### config.mk
export PLATFORM = sky130hd
export DESIGN_NAME = h264_mb_loader_flat
export DESIGN_NICKNAME = d
export VERILOG_FILES = /design/src/rtl/h264_loader_pkg.sv /design/src/rtl/h264_mb_loader_if.sv /design/src/rtl/h264_mb_addr_gen.sv /design/src/rtl/h264_mb_loader.sv /design/src/flat_wrapper.sv
export SDC_FILE = /design/constraint.sdc
export NUM_CORES = 1
export LEC_CHECK = 0
export CORE_MARGIN = 3
export CORE_UTILIZATION = 59
export DETAILED_ROUTE_END_ITERATION = 8
export GPL_TIMING_DRIVEN = 0
export PLACE_DENSITY = 0.95
export REMOVE_ABC_BUFFERS = 1
export SYNTH_ARGS = -nofsm -noshare
export SYNTH_HDL_FRONTEND = slang
export SYNTH_SLANG_ARGS = --single-unit
### constraint.sdc
create_clock -name clk -period 12.9 [get_ports clk]
set_clock_uncertainty 0.1 [all_clocks]
set_input_delay 1.935 -clock clk [delete_from_list [all_inputs] [get_ports clk]]
set_output_delay 1.935 -clock clk [all_outputs]
set_load 0.05 [all_outputs]
### src/rtl/h264_loader_pkg.sv
// Shared types and geometry constants for the H264 macroblock loader.
package h264_loader_pkg;

  typedef enum logic [2:0] {
    IDLE,
    WAIT_REQ,
    LOAD,
    WAIT_DROP,
    DRAIN
  } state_t;

  localparam int unsigned MB_WORDS  = 64;
  localparam int unsigned ROW_WORDS = 4;
  localparam int unsigned MB_DIM    = 16;

  localparam int unsigned CNT_W    = 7;
  localparam int unsigned COL_W    = $clog2(ROW_WORDS);
  localparam int unsigned ROW_W    = $clog2(MB_DIM);
  localparam int unsigned MB_IDX_W = 6;
  localparam int unsigned OUTST_W  = 4;

endpackage

### src/rtl/h264_mb_loader_if.sv
// In-order read bus between the loader (master) and system memory (slave).
interface h264_mb_loader_if #(
  parameter int unsigned AW = 32
) ();

  logic          mem_req;
  logic [AW-1:0] mem_addr;
  logic          mem_gnt;
  logic          mem_rvalid;
  logic [31:0]   mem_rdata;

  modport master (
    output mem_req,
    output mem_addr,
    input  mem_gnt,
    input  mem_rvalid,
    input  mem_rdata
  );

  modport slave (
    input  mem_req,
    input  mem_addr,
    output mem_gnt,
    output mem_rvalid,
    output mem_rdata
  );

endinterface

### src/rtl/h264_mb_addr_gen.sv
// Word address of (row, col) inside the current macroblock; the row base is
// accumulated so only an add of FRAME_W is needed when the row steps.
module h264_mb_addr_gen
  import h264_loader_pkg::*;
#(
  parameter int unsigned FRAME_W = 640,
  parameter int unsigned AW      = 32
) (
  input  logic                clk,
  input  logic                rst,
  input  logic                init,
  input  logic [AW-1:0]       base,
  input  logic [MB_IDX_W-1:0] mb_x,
  input  logic [MB_IDX_W-1:0] mb_y,
  input  logic [ROW_W-1:0]    row,
  input  logic [COL_W-1:0]    col,
  output logic [AW-1:0]       mem_addr
);

  localparam logic [AW-1:0] ROW_STRIDE    = AW'(FRAME_W);
  localparam logic [AW-1:0] MB_ROW_STRIDE = AW'(FRAME_W * MB_DIM);

  logic [AW-1:0]    acc;
  logic [AW-1:0]    row_base;
  logic [ROW_W-1:0] acc_row;

  // init recomputes the MB origin; otherwise row only ever steps by one
  always_comb begin
    row_base = acc;
    if (init) begin
      row_base = base + AW'(mb_y) * MB_ROW_STRIDE + AW'(mb_x) * AW'(MB_DIM);
    end else if (row != acc_row) begin
      row_base = acc + ROW_STRIDE;
    end
  end

  assign mem_addr = row_base + (AW'(col) << 2);

  always_ff @(posedge clk or posedge rst) begin
    if (rst) begin
      acc     <= '0;
      acc_row <= '0;
    end else begin
      acc     <= row_base;
      acc_row <= init ? '0 : row;
    end
  end

endmodule

### src/rtl/h264_mb_loader.sv
// Fetches 16x16 luma macroblocks in raster order from memory and streams
// them to the encoder core, one macroblock per fetch_req.
module h264_mb_loader
  import h264_loader_pkg::*;
#(
  parameter int unsigned FRAME_W   = 640,
  parameter int unsigned FRAME_H   = 480,
  parameter int unsigned MAX_OUTST = 4,
  parameter int unsigned AW        = 32
) (
  input  logic                  clk,
  input  logic                  rst,
  input  logic                  h264_reset,
  input  logic                  start,
  input  logic [AW-1:0]         base_addr,
  input  logic                  fetch_req,
  output logic                  data_valid,
  output logic [31:0]           data_word,
  h264_mb_loader_if.master      mem,
  output logic [MB_IDX_W-1:0]   mb_x_o,
  output logic [MB_IDX_W-1:0]   mb_y_o,
  output logic                  busy,
  output logic                  frame_done
);

  localparam int unsigned       MB_COLS   = FRAME_W / MB_DIM;
  localparam int unsigned       MB_ROWS   = FRAME_H / MB_DIM;
  localparam logic [MB_IDX_W-1:0] LAST_X  = MB_IDX_W'(MB_COLS - 1);
  localparam logic [MB_IDX_W-1:0] LAST_Y  = MB_IDX_W'(MB_ROWS - 1);
  localparam logic [OUTST_W-1:0]  OUTST_MAX = OUTST_W'(MAX_OUTST);
  localparam logic [CNT_W-1:0]    WORDS     = CNT_W'(MB_WORDS);
  localparam logic [CNT_W-1:0]    LAST_WORD = CNT_W'(MB_WORDS - 1);

  state_t               state;
  logic [AW-1:0]        base;
  logic [MB_IDX_W-1:0]  mb_x;
  logic [MB_IDX_W-1:0]  mb_y;
  logic [CNT_W-1:0]     issued;
  logic [CNT_W-1:0]     rcvd;
  logic [OUTST_W-1:0]   outst;

  logic                 gnt_fire;
  logic                 rsp;
  logic                 addr_init;
  logic [CNT_W-1:0]     issued_n;
  logic [OUTST_W-1:0]   outst_n;
  logic [AW-1:0]        addr_c;

  assign gnt_fire  = mem.mem_req & mem.mem_gnt;
  assign rsp       = mem.mem_rvalid & (outst != '0);
  assign issued_n  = issued + CNT_W'(gnt_fire);
  assign addr_init = (state != LOAD);
  assign mb_x_o    = mb_x;
  assign mb_y_o    = mb_y;

  // reads in flight after this cycle's grant/response
  always_comb begin
    outst_n = outst;
    if (gnt_fire && !rsp) begin
      outst_n = outst + OUTST_W'(1);
    end else if (!gnt_fire && rsp) begin
      outst_n = outst - OUTST_W'(1);
    end
  end

  h264_mb_addr_gen #(
    .FRAME_W (FRAME_W),
    .AW      (AW)
  ) u_addr_gen (
    .clk      (clk),
    .rst      (rst),
    .init     (addr_init),
    .base     (base),
    .mb_x     (mb_x),
    .mb_y     (mb_y),
    .row      (issued_n[COL_W +: ROW_W]),
    .col      (issued_n[COL_W-1:0]),
    .mem_addr (addr_c)
  );

  always_ff @(posedge clk or posedge rst) begin
    if (rst) begin
      state        <= IDLE;
      base         <= '0;
      mb_x         <= '0;
      mb_y         <= '0;
      issued       <= '0;
      rcvd         <= '0;
      outst        <= '0;
      mem.mem_req  <= 1'b0;
      mem.mem_addr <= '0;
      data_valid   <= 1'b0;
      data_word    <= '0;
      busy         <= 1'b0;
      frame_done   <= 1'b0;
    end else begin
      outst      <= outst_n;
      data_valid <= 1'b0;
      frame_done <= 1'b0;
      if (h264_reset) begin
        // in-flight reads must still be absorbed before a new frame can start
        mb_x        <= '0;
        mb_y        <= '0;
        issued      <= '0;
        rcvd        <= '0;
        mem.mem_req <= 1'b0;
        if (outst_n != '0) begin
          state <= DRAIN;
          busy  <= 1'b1;
        end else begin
          state <= IDLE;
          busy  <= 1'b0;
        end
      end else begin
        case (state)
          IDLE: begin
            if (start) begin
              base  <= base_addr;
              mb_x  <= '0;
              mb_y  <= '0;
              busy  <= 1'b1;
              state <= WAIT_REQ;
            end
          end
          WAIT_REQ: begin
            if (fetch_req) begin
              issued       <= '0;
              rcvd         <= '0;
              mem.mem_req  <= 1'b1;
              mem.mem_addr <= addr_c;
              state        <= LOAD;
            end
          end
          LOAD: begin
            // an ungranted request holds: issued and the row base stay put
            issued       <= issued_n;
            mem.mem_req  <= (issued_n < WORDS) && (outst_n < OUTST_MAX);
            mem.mem_addr <= addr_c;
            if (rsp) begin
              data_valid <= 1'b1;
              data_word  <= mem.mem_rdata;
              rcvd       <= rcvd + CNT_W'(1);
              if (rcvd == LAST_WORD) begin
                state <= WAIT_DROP;
              end
            end
          end
          WAIT_DROP: begin
            if (!fetch_req) begin
              if (mb_x == LAST_X && mb_y == LAST_Y) begin
                frame_done <= 1'b1;
                busy       <= 1'b0;
                state      <= IDLE;
              end else begin
                if (mb_x == LAST_X) begin
                  mb_x <= '0;
                  mb_y <= mb_y + MB_IDX_W'(1);
                end else begin
                  mb_x <= mb_x + MB_IDX_W'(1);
                end
                state <= WAIT_REQ;
              end
            end
          end
          DRAIN: begin
            if (outst_n == '0) begin
              busy  <= 1'b0;
              state <= IDLE;
            end
          end
          default: begin
            state <= IDLE;
          end
        endcase
      end
    end
  end

endmodule

### src/flat_wrapper.sv
// flat-port wrapper written by rule: the top's interface ports become plain ports
module h264_mb_loader_flat import h264_loader_pkg::*;
#(
  parameter int unsigned FRAME_W   = 640,
  parameter int unsigned FRAME_H   = 480,
  parameter int unsigned MAX_OUTST = 4,
  parameter int unsigned AW        = 32
)
  (clk, rst, h264_reset, start, base_addr, fetch_req, data_valid, data_word, mb_x_o, mb_y_o, busy, frame_done, mem_mem_req, mem_mem_addr, mem_mem_gnt, mem_mem_rvalid, mem_mem_rdata);
  h264_mb_loader_if #(.AW(AW)) mem_i ();
  input  logic clk;
  input  logic rst;
  input  logic h264_reset;
  input  logic start;
  input  logic [AW-1:0] base_addr;
  input  logic fetch_req;
  output logic data_valid;
  output logic [31:0] data_word;
  output logic [MB_IDX_W-1:0] mb_x_o;
  output logic [MB_IDX_W-1:0] mb_y_o;
  output logic busy;
  output logic frame_done;
  output wire logic [$bits(mem_i.mem_req)-1:0] mem_mem_req;
  output wire logic [$bits(mem_i.mem_addr)-1:0] mem_mem_addr;
  input wire logic [$bits(mem_i.mem_gnt)-1:0] mem_mem_gnt;
  input wire logic [$bits(mem_i.mem_rvalid)-1:0] mem_mem_rvalid;
  input wire logic [$bits(mem_i.mem_rdata)-1:0] mem_mem_rdata;
  assign mem_mem_req = mem_i.mem_req;
  assign mem_mem_addr = mem_i.mem_addr;
  assign mem_i.mem_gnt = mem_mem_gnt;
  assign mem_i.mem_rvalid = mem_mem_rvalid;
  assign mem_i.mem_rdata = mem_mem_rdata;
  h264_mb_loader #(.FRAME_W(FRAME_W), .FRAME_H(FRAME_H), .MAX_OUTST(MAX_OUTST), .AW(AW)) u_core (.clk(clk), .rst(rst), .h264_reset(h264_reset), .start(start), .base_addr(base_addr), .fetch_req(fetch_req), .data_valid(data_valid), .data_word(data_word), .mem(mem_i), .mb_x_o(mb_x_o), .mb_y_o(mb_y_o), .busy(busy), .frame_done(frame_done));
endmodule
## After elaboration in Yosys (flattened, before gate mapping)

Cells that the tools add are included.

- Add/sub/neg operators: 10
- Multipliers: 1
- Div/mod/pow operators: 0
- Order comparisons: 2
- Eq/ne operators: 19
- Shift-type cells: 0
- Mux-type cells: 51
- Bitwise gates (word level): 3
- Reductions and logical operators: 23

Operators by type and width:

| cell | number |
|---|---|
| 2-to-1 mux 32 bit | 3 |
| one-hot mux 32 bit (2 select lines) | 1 |
| 2-to-1 mux 6 bit | 9 |
| adder 32 x 10 -> 32 bit | 1 |
| adder 32 x 10 -> 32 bit (second input constant) | 1 |
| adder 32 x 20 -> 32 bit | 1 |
| adder 32 x 4 -> 32 bit | 1 |
| 2-to-1 mux 7 bit | 4 |
| one-hot mux 7 bit (2 select lines) | 2 |
| 2-to-1 mux 3 bit | 8 |
| one-hot mux 6 bit (2 select lines) | 2 |
| != test 3 x 2 -> 1 bit (second input constant) | 6 |
| 2-to-1 mux 1 bit | 16 |
| one-hot mux 3 bit (5 select lines) | 1 |
| adder 6 x 1 -> 6 bit (second input constant) | 2 |
| 2-to-1 mux 4 bit | 3 |
| != test 3 bit (second input constant) | 4 |
| AND reduction 3 bit | 4 |
| nonzero test 4 bit | 3 |
| AND reduction 5 bit | 2 |
| multiplier 6 x 3 -> 9 bit (second input constant) | 1 |
| adder 7 x 1 -> 7 bit | 1 |
| adder 7 x 1 -> 7 bit (second input constant) | 1 |
| equality test 7 x 6 -> 1 bit (second input constant) | 1 |
| other kinds (24) | 31 |

- Bits in registers: 169
- Bits in latches: 0
- Bits in writable memories: 0
- ROM bits: 0
- Word-level logic and storage cells: 124
- Memories: 0

## Depth between registers and ports, before layout

- Depth after elaboration: 9
- Depth in mapped cells: 20
- Depth with buffers taken out: 19

## Hierarchy

From an unflattened synthesis, not the netlist that was laid out.

- Cell total of the unflattened synthesis: 1002
- Area total of the unflattened synthesis: 9853.2 µm²

Modules (own cells, without submodules):

| module | instances | cells an instance | area each (µm²) |
|---|---|---|---|
| h264_mb_loader | 1 | 508 | 5786.8 |
| h264_mb_addr_gen | 1 | 494 | 4066.4 |

## Worst setup path after synthesis

Ideal clock, no wire load.

- Path kind: input to register
- Start: input port mem_mem_gnt
- End: register u_core.mem.mem_addr[21]
- Setup time: 0.131 ns
- Arrival time: 5.180 ns
- Required time: 12.669 ns
- Slack: 7.488 ns
- Stages on the path: 16
- Buffers on the path: 2
- Cells stage by stage: nand2_1 inv_1 ha_1 ha_1 nand3_1 nor3_1 a31o_2 buf_4 buf_2 a21oi_1 xnor2_1 a2111oi_2 nand4_1 nor3_1 a21oi_1 or3b_1

- Cells in the longest elaborated chain, start to end: 8

Ends and longest elaborated chain:

| item | RTL line | RTL |
|---|---|---|
| start, declared | flat_wrapper.sv:25 | `input wire logic [$bits(mem_i.mem_gnt)-1:0] mem_mem_gnt;` |
| bitwise AND 1 bit * | h264_mb_loader.sv:49 | `assign gnt_fire = mem.mem_req & mem.mem_gnt;` |
| adder 7 x 1 -> 7 bit * | h264_mb_loader.sv:51 | `assign issued_n = issued + CNT_W'(gnt_fire);` |
| != test 4 bit | h264_mb_addr_gen.sv:32 | `end else if (row != acc_row) begin` |
| 2-to-1 mux 32 bit | h264_mb_addr_gen.sv:32 |  |
| 2-to-1 mux 32 bit | h264_mb_addr_gen.sv:30 | `if (init) begin` |
| adder 32 x 4 -> 32 bit * | h264_mb_addr_gen.sv:37 | `assign mem_addr = row_base + (AW'(col) << 2);` |
| 2-to-1 mux 32 bit | h264_mb_loader.sv:126 | `if (fetch_req) begin` |
| one-hot mux 32 bit (2 select lines) * | h264_mb_loader.sv:115 | `case (state)` |
| end signal, assigned | h264_mb_loader.sv:130 | `mem.mem_addr <= addr_c;` |
| end signal, assigned | h264_mb_loader.sv:138 | `mem.mem_addr <= addr_c;` |
| end, declared | h264_mb_loader_if.sv:14 | `output mem_addr,` |

Mark *: on every way between the ends. The rest lies on a longest branch, timed or not. The select of a mux whose other input is x is not followed.
A chain may end at the register's enable or synchronous reset.

## Worst setup path in the final report

- Start: input port mem_mem_gnt
- End: register u_core.mem.mem_addr[31]

The elaborated chain is that of the path after synthesis.

==> impl_metrics.py <==
metrics = {
    "worst_hold_path": {
        "hold_class": "flop to flop",
    },
    "drt": {
        "met1Wirelength_mm": 11.0,
        "drt_pass1_iterations": 7,
        "dr_wl_met3_mm": 2.75,
        "routed_wl_mm": 28.6,
        "viasPerCell": 6.34,
        "drt_first_iter_violations": 1094,
        "vias": 9144,
        "drc": 0,
        "wl_met2_mm": 13.9,
        "wl_per_cell_um": 19.8,
        "ant_nets": 0,
        "highest_layer": "met4",
    },
    "synth": {
        "async_flop_share_pct": 100,
        "ys_seq_area_share_pct": 42.4,
        "synth_edf_count": 0,
        "synth_seq_cells": 169,
        "netlist_area_um2": 9970,
        "yosys_warnings": 0,
        "synth_cell_types": 80,
        "synth_ff_type": "dfrtp_1",
        "avgSynthCellArea_um2": 9.16,
        "synthCells": 1089,
    },
    "global_routing": {
        "grt_pass1_wl_mm": 46.2,
        "grt_pass1_vias": 9164,
        "grt_start_max_net_pins": 108,
        "grt_usage_pct": 31.4,
        "gr-total-overflow": 0,
        "antenna_found_initial": 0,
    },
    "place": {
        "dp_cells": 1412,
        "port_buffers": 150,
        "post_dp_cell_area_um2": 11700,
        "dp.final_hpwl_mm": 19.2,
        "pre_cts_ws_ns": 6.22,
        "gp_congestion": 0.978,
    },
    "timing": {
        "max-slew-margin-rel_pct": 22.7,
        "grt_setup_unrepaired": "false",
        "fin_setup_tns_ns": 0,
        "finalSetupViolations": 0,
        "slew_viol_final": 0,
        "timing.final.ws_setup_ns": 6.44,
        "period_minus_slack_ns": 6.46,
        "max_freq_mhz": 155,
        "finalCritPeriodShare_pct": 50.1,
        "hold_viol_final": 0,
        "worst-slew-pin-transition_ns": 1.16,
    },
    "cells_and_area": {
        "drive_gt1_share_pct": 8.31,
        "final_nets": 1323,
        "fin_area_um2": 12300,
        "multi_input_area_um2": 5460,
        "seqCellArea_um2": 4230,
        "fin_cells": 1443,
        "syn_to_final_growth_pct": 23.4,
        "final_common_cell": "nand2_1",
        "final_cell_mix": "224 x nand2_1, 169 x dfrtp_1, 150 x clkdlybuf4s50_1",
        "fill_cells": 1019,
        "antenna_cells": 0,
    },
    "worst_setup_path": {
        "path_class": "input pin to flop",
        "crit_required_ns": 13.12,
        "max_stage_delay_ns": 0.68,
        "worstPathMaxFanout": 19,
        "rrSetupSlack_ns": 6.91,
        "crit_chain": "clkdlybuf4s50_1 -> nand2_1 -> inv_1 -> ha_1 -> ha_1 -> nand3_1 -> nor3_1 -> a31o_2 -> a21oi_1 -> xnor2_1 -> a2111oi_2 -> nand4_1 -> nor4_1 -> mux2i_1 -> nand2_1",
        "start_kind": "input pin",
        "crit_arrival_ns": 6.68,
        "worst_setup_path_end_kind": "flop",
        "critPathSlowestCell": "a2111oi_2",
    },
    "clock_network": {
        "ctsHtreeMaxLevel": 4,
        "cts-root-buf": "clkbuf_16",
        "post-cts-setup-buffers": 0,
        "cts_hold_buf": 0,
        "clk_path_buf_depth": 2,
        "cts_sinks": 169,
        "cts_buffers": 17,
        "worstSkewPairLatency_ns": 0.44,
        "cts_tree": "done",
        "cts.clk_slew.worst_paths_ns": 0.07,
        "post_cts_resized": 0,
    },
    "power_and_ir_drop": {
        "p_sw_mw": 0.852,
        "p_sw_share_pct": 39.5,
        "combPwrFrac_pct": 36.0,
        "ir_worst_vdd_mv": 0.113,
        "leakagePower_nw": 5.34,
        "seq_power_share_pct": 37.9,
        "clkPwrFrac_pct": 26.1,
        "p_per_area_nw_per_um2": 175,
        "p_int_mw": 1.30,
    },
    "run": {
        "drv_cap": 0,
    },
    "floorplan": {
        "pin_count": 151,
        "coreArea_um2": 16200,
        "std_cell_rows": 46,
        "die-height_um": 136,
        "initial_core_util_pct": 61.5,
        "die_width_um": 136,
        "dieArea_um2": 18500,
    },
    "outcome": {
        "outcome": "finished clean",
    },
}
layer usage:
layer | vias up | global-route usage [%]
li1 | 4112 | -
met1 | 4360 | 39.7
met2 | 580 | 52.9
met3 | 92 | 7.18
met4 | 0 | 11.5
met5 | - | 0
final timing paths:
check,cells past startpoint,startpoint,endpoint
min in group asynchronous,2,rst,u_core.base[0]$_DFFE_PP0P_
max in group asynchronous,3,rst,u_core.u_addr_gen.acc_row[1]$_DFF_PP0_
worst max register to register,19,u_core.mb_y_o[3]$_DFFE_PP0P_,u_core.mem.mem_addr[27]$_DFFE_PP0P_
worst max-delay path,15,mem_mem_gnt,u_core.mem.mem_addr[31]$_DFFE_PP0P_
worst min-delay path,2,u_core.data_word[30]$_DFFE_PP0P_,u_core.data_word[30]$_DFFE_PP0P_
worst min register to register,2,u_core.data_word[30]$_DFFE_PP0P_,u_core.data_word[30]$_DFFE_PP0P_
power by group through the flow:
| stage | logic [mW] | clock network, mW | registers [mW] |
|---|---|---|---|
| 3_5_place_dp | 0.742 | 0 | 0.811 |
| 2_1_floorplan | 0.424 | 0 | 0.887 |
| 5_1_grt | 0.823 | 0.584 | 0.830 |
| 6_report | 0.775 | 0.563 | 0.815 |
| 3_3_place_gp | 0.714 | 0 | 0.804 |
| 4_1_cts | 0.760 | 0.561 | 0.808 |
area by class of cell:
cell class                 instances  area share (%)
inverter                          27           0.885
multi-input combinational        843            44.4
clock buffer                      21            3.82
timing repair buffer             157            13.0
tap                              216            2.20
sequential                       169            34.4
clock inverter                    10            1.35
through the flow:
stage               power (mW)  utilization, %  hold WS, ns
global placement          1.52            71.1        0.352
finish                    2.15            75.8        0.374
CTS                       2.13            75.8        0.379
floorplan                 1.31               -        0.334
global route              2.24            75.8        0.396
detailed placement        1.55            71.9        0.355
synth_stat cells (4+ instances only):
master	count	area (um2)
a211oi_1	10	75.1
a21o_1	13	97.6
a21oi_1	37	185
a22o_1	10	87.6
a22oi_1	4	30.0
a31oi_1	12	75.1
and2_1	13	81.3
and3_1	12	75.1
buf_1	4	15.0
buf_2	5	25.0
clkbuf_1	38	143
dfrtp_1	169	4230
ha_1	34	425
inv_1	26	97.6
mux2_2	36	405
mux2i_1	16	160
nand2_1	224	841
nand2b_1	9	56.3
nand3_1	28	140
nand4_1	24	150
nor2_1	76	285
nor2b_1	4	25.0
nor3_1	20	100
nor3b_1	5	37.5
nor4_1	7	43.8
o2111ai_1	4	35.0
o211ai_1	8	60.1
o21ai_0	60	300
o31ai_1	10	75.1
or3_1	7	43.8
or4_1	7	52.6
xnor2_1	50	438
xor2_1	25	219
state kept, by name, summed over array words and instances, names as in the netlist, 6 cells and up:
name / cells
u_core.data_word: 32
u_core.base: 32
u_core.issued: 7
u_core.mb_y_o: 6
u_core.mem.mem_addr: 32
u_core.u_addr_gen.acc: 32
u_core.mb_x_o: 6
u_core.rcvd: 7
critical path, delay by kind of cell:
kind / cells / cell delay [ns]
simple gates: 6 / 1.68
mux: 1 / 0.30
xor+xnor: 1 / 0.24
compound gates: 3 / 1.35
buf+inv: 2 / 0.65
fa+ha+maj: 2 / 0.52
kinds of logic (layout without fill, tap and decap cells):
family | count (synthesis) | after routing | synth area share, %
xor+xnor | 76 | 76 | 6.81
fa+ha+maj | 37 | 37 | 4.87
mux | 54 | 54 | 6.12
buf+inv | 77 | 215 | 3.15
simple gates | 457 | 457 | 21.3
flops | 169 | 169 | 42.4
compound gates | 219 | 219 | 15.3
(Power assumes the default switching activity.)
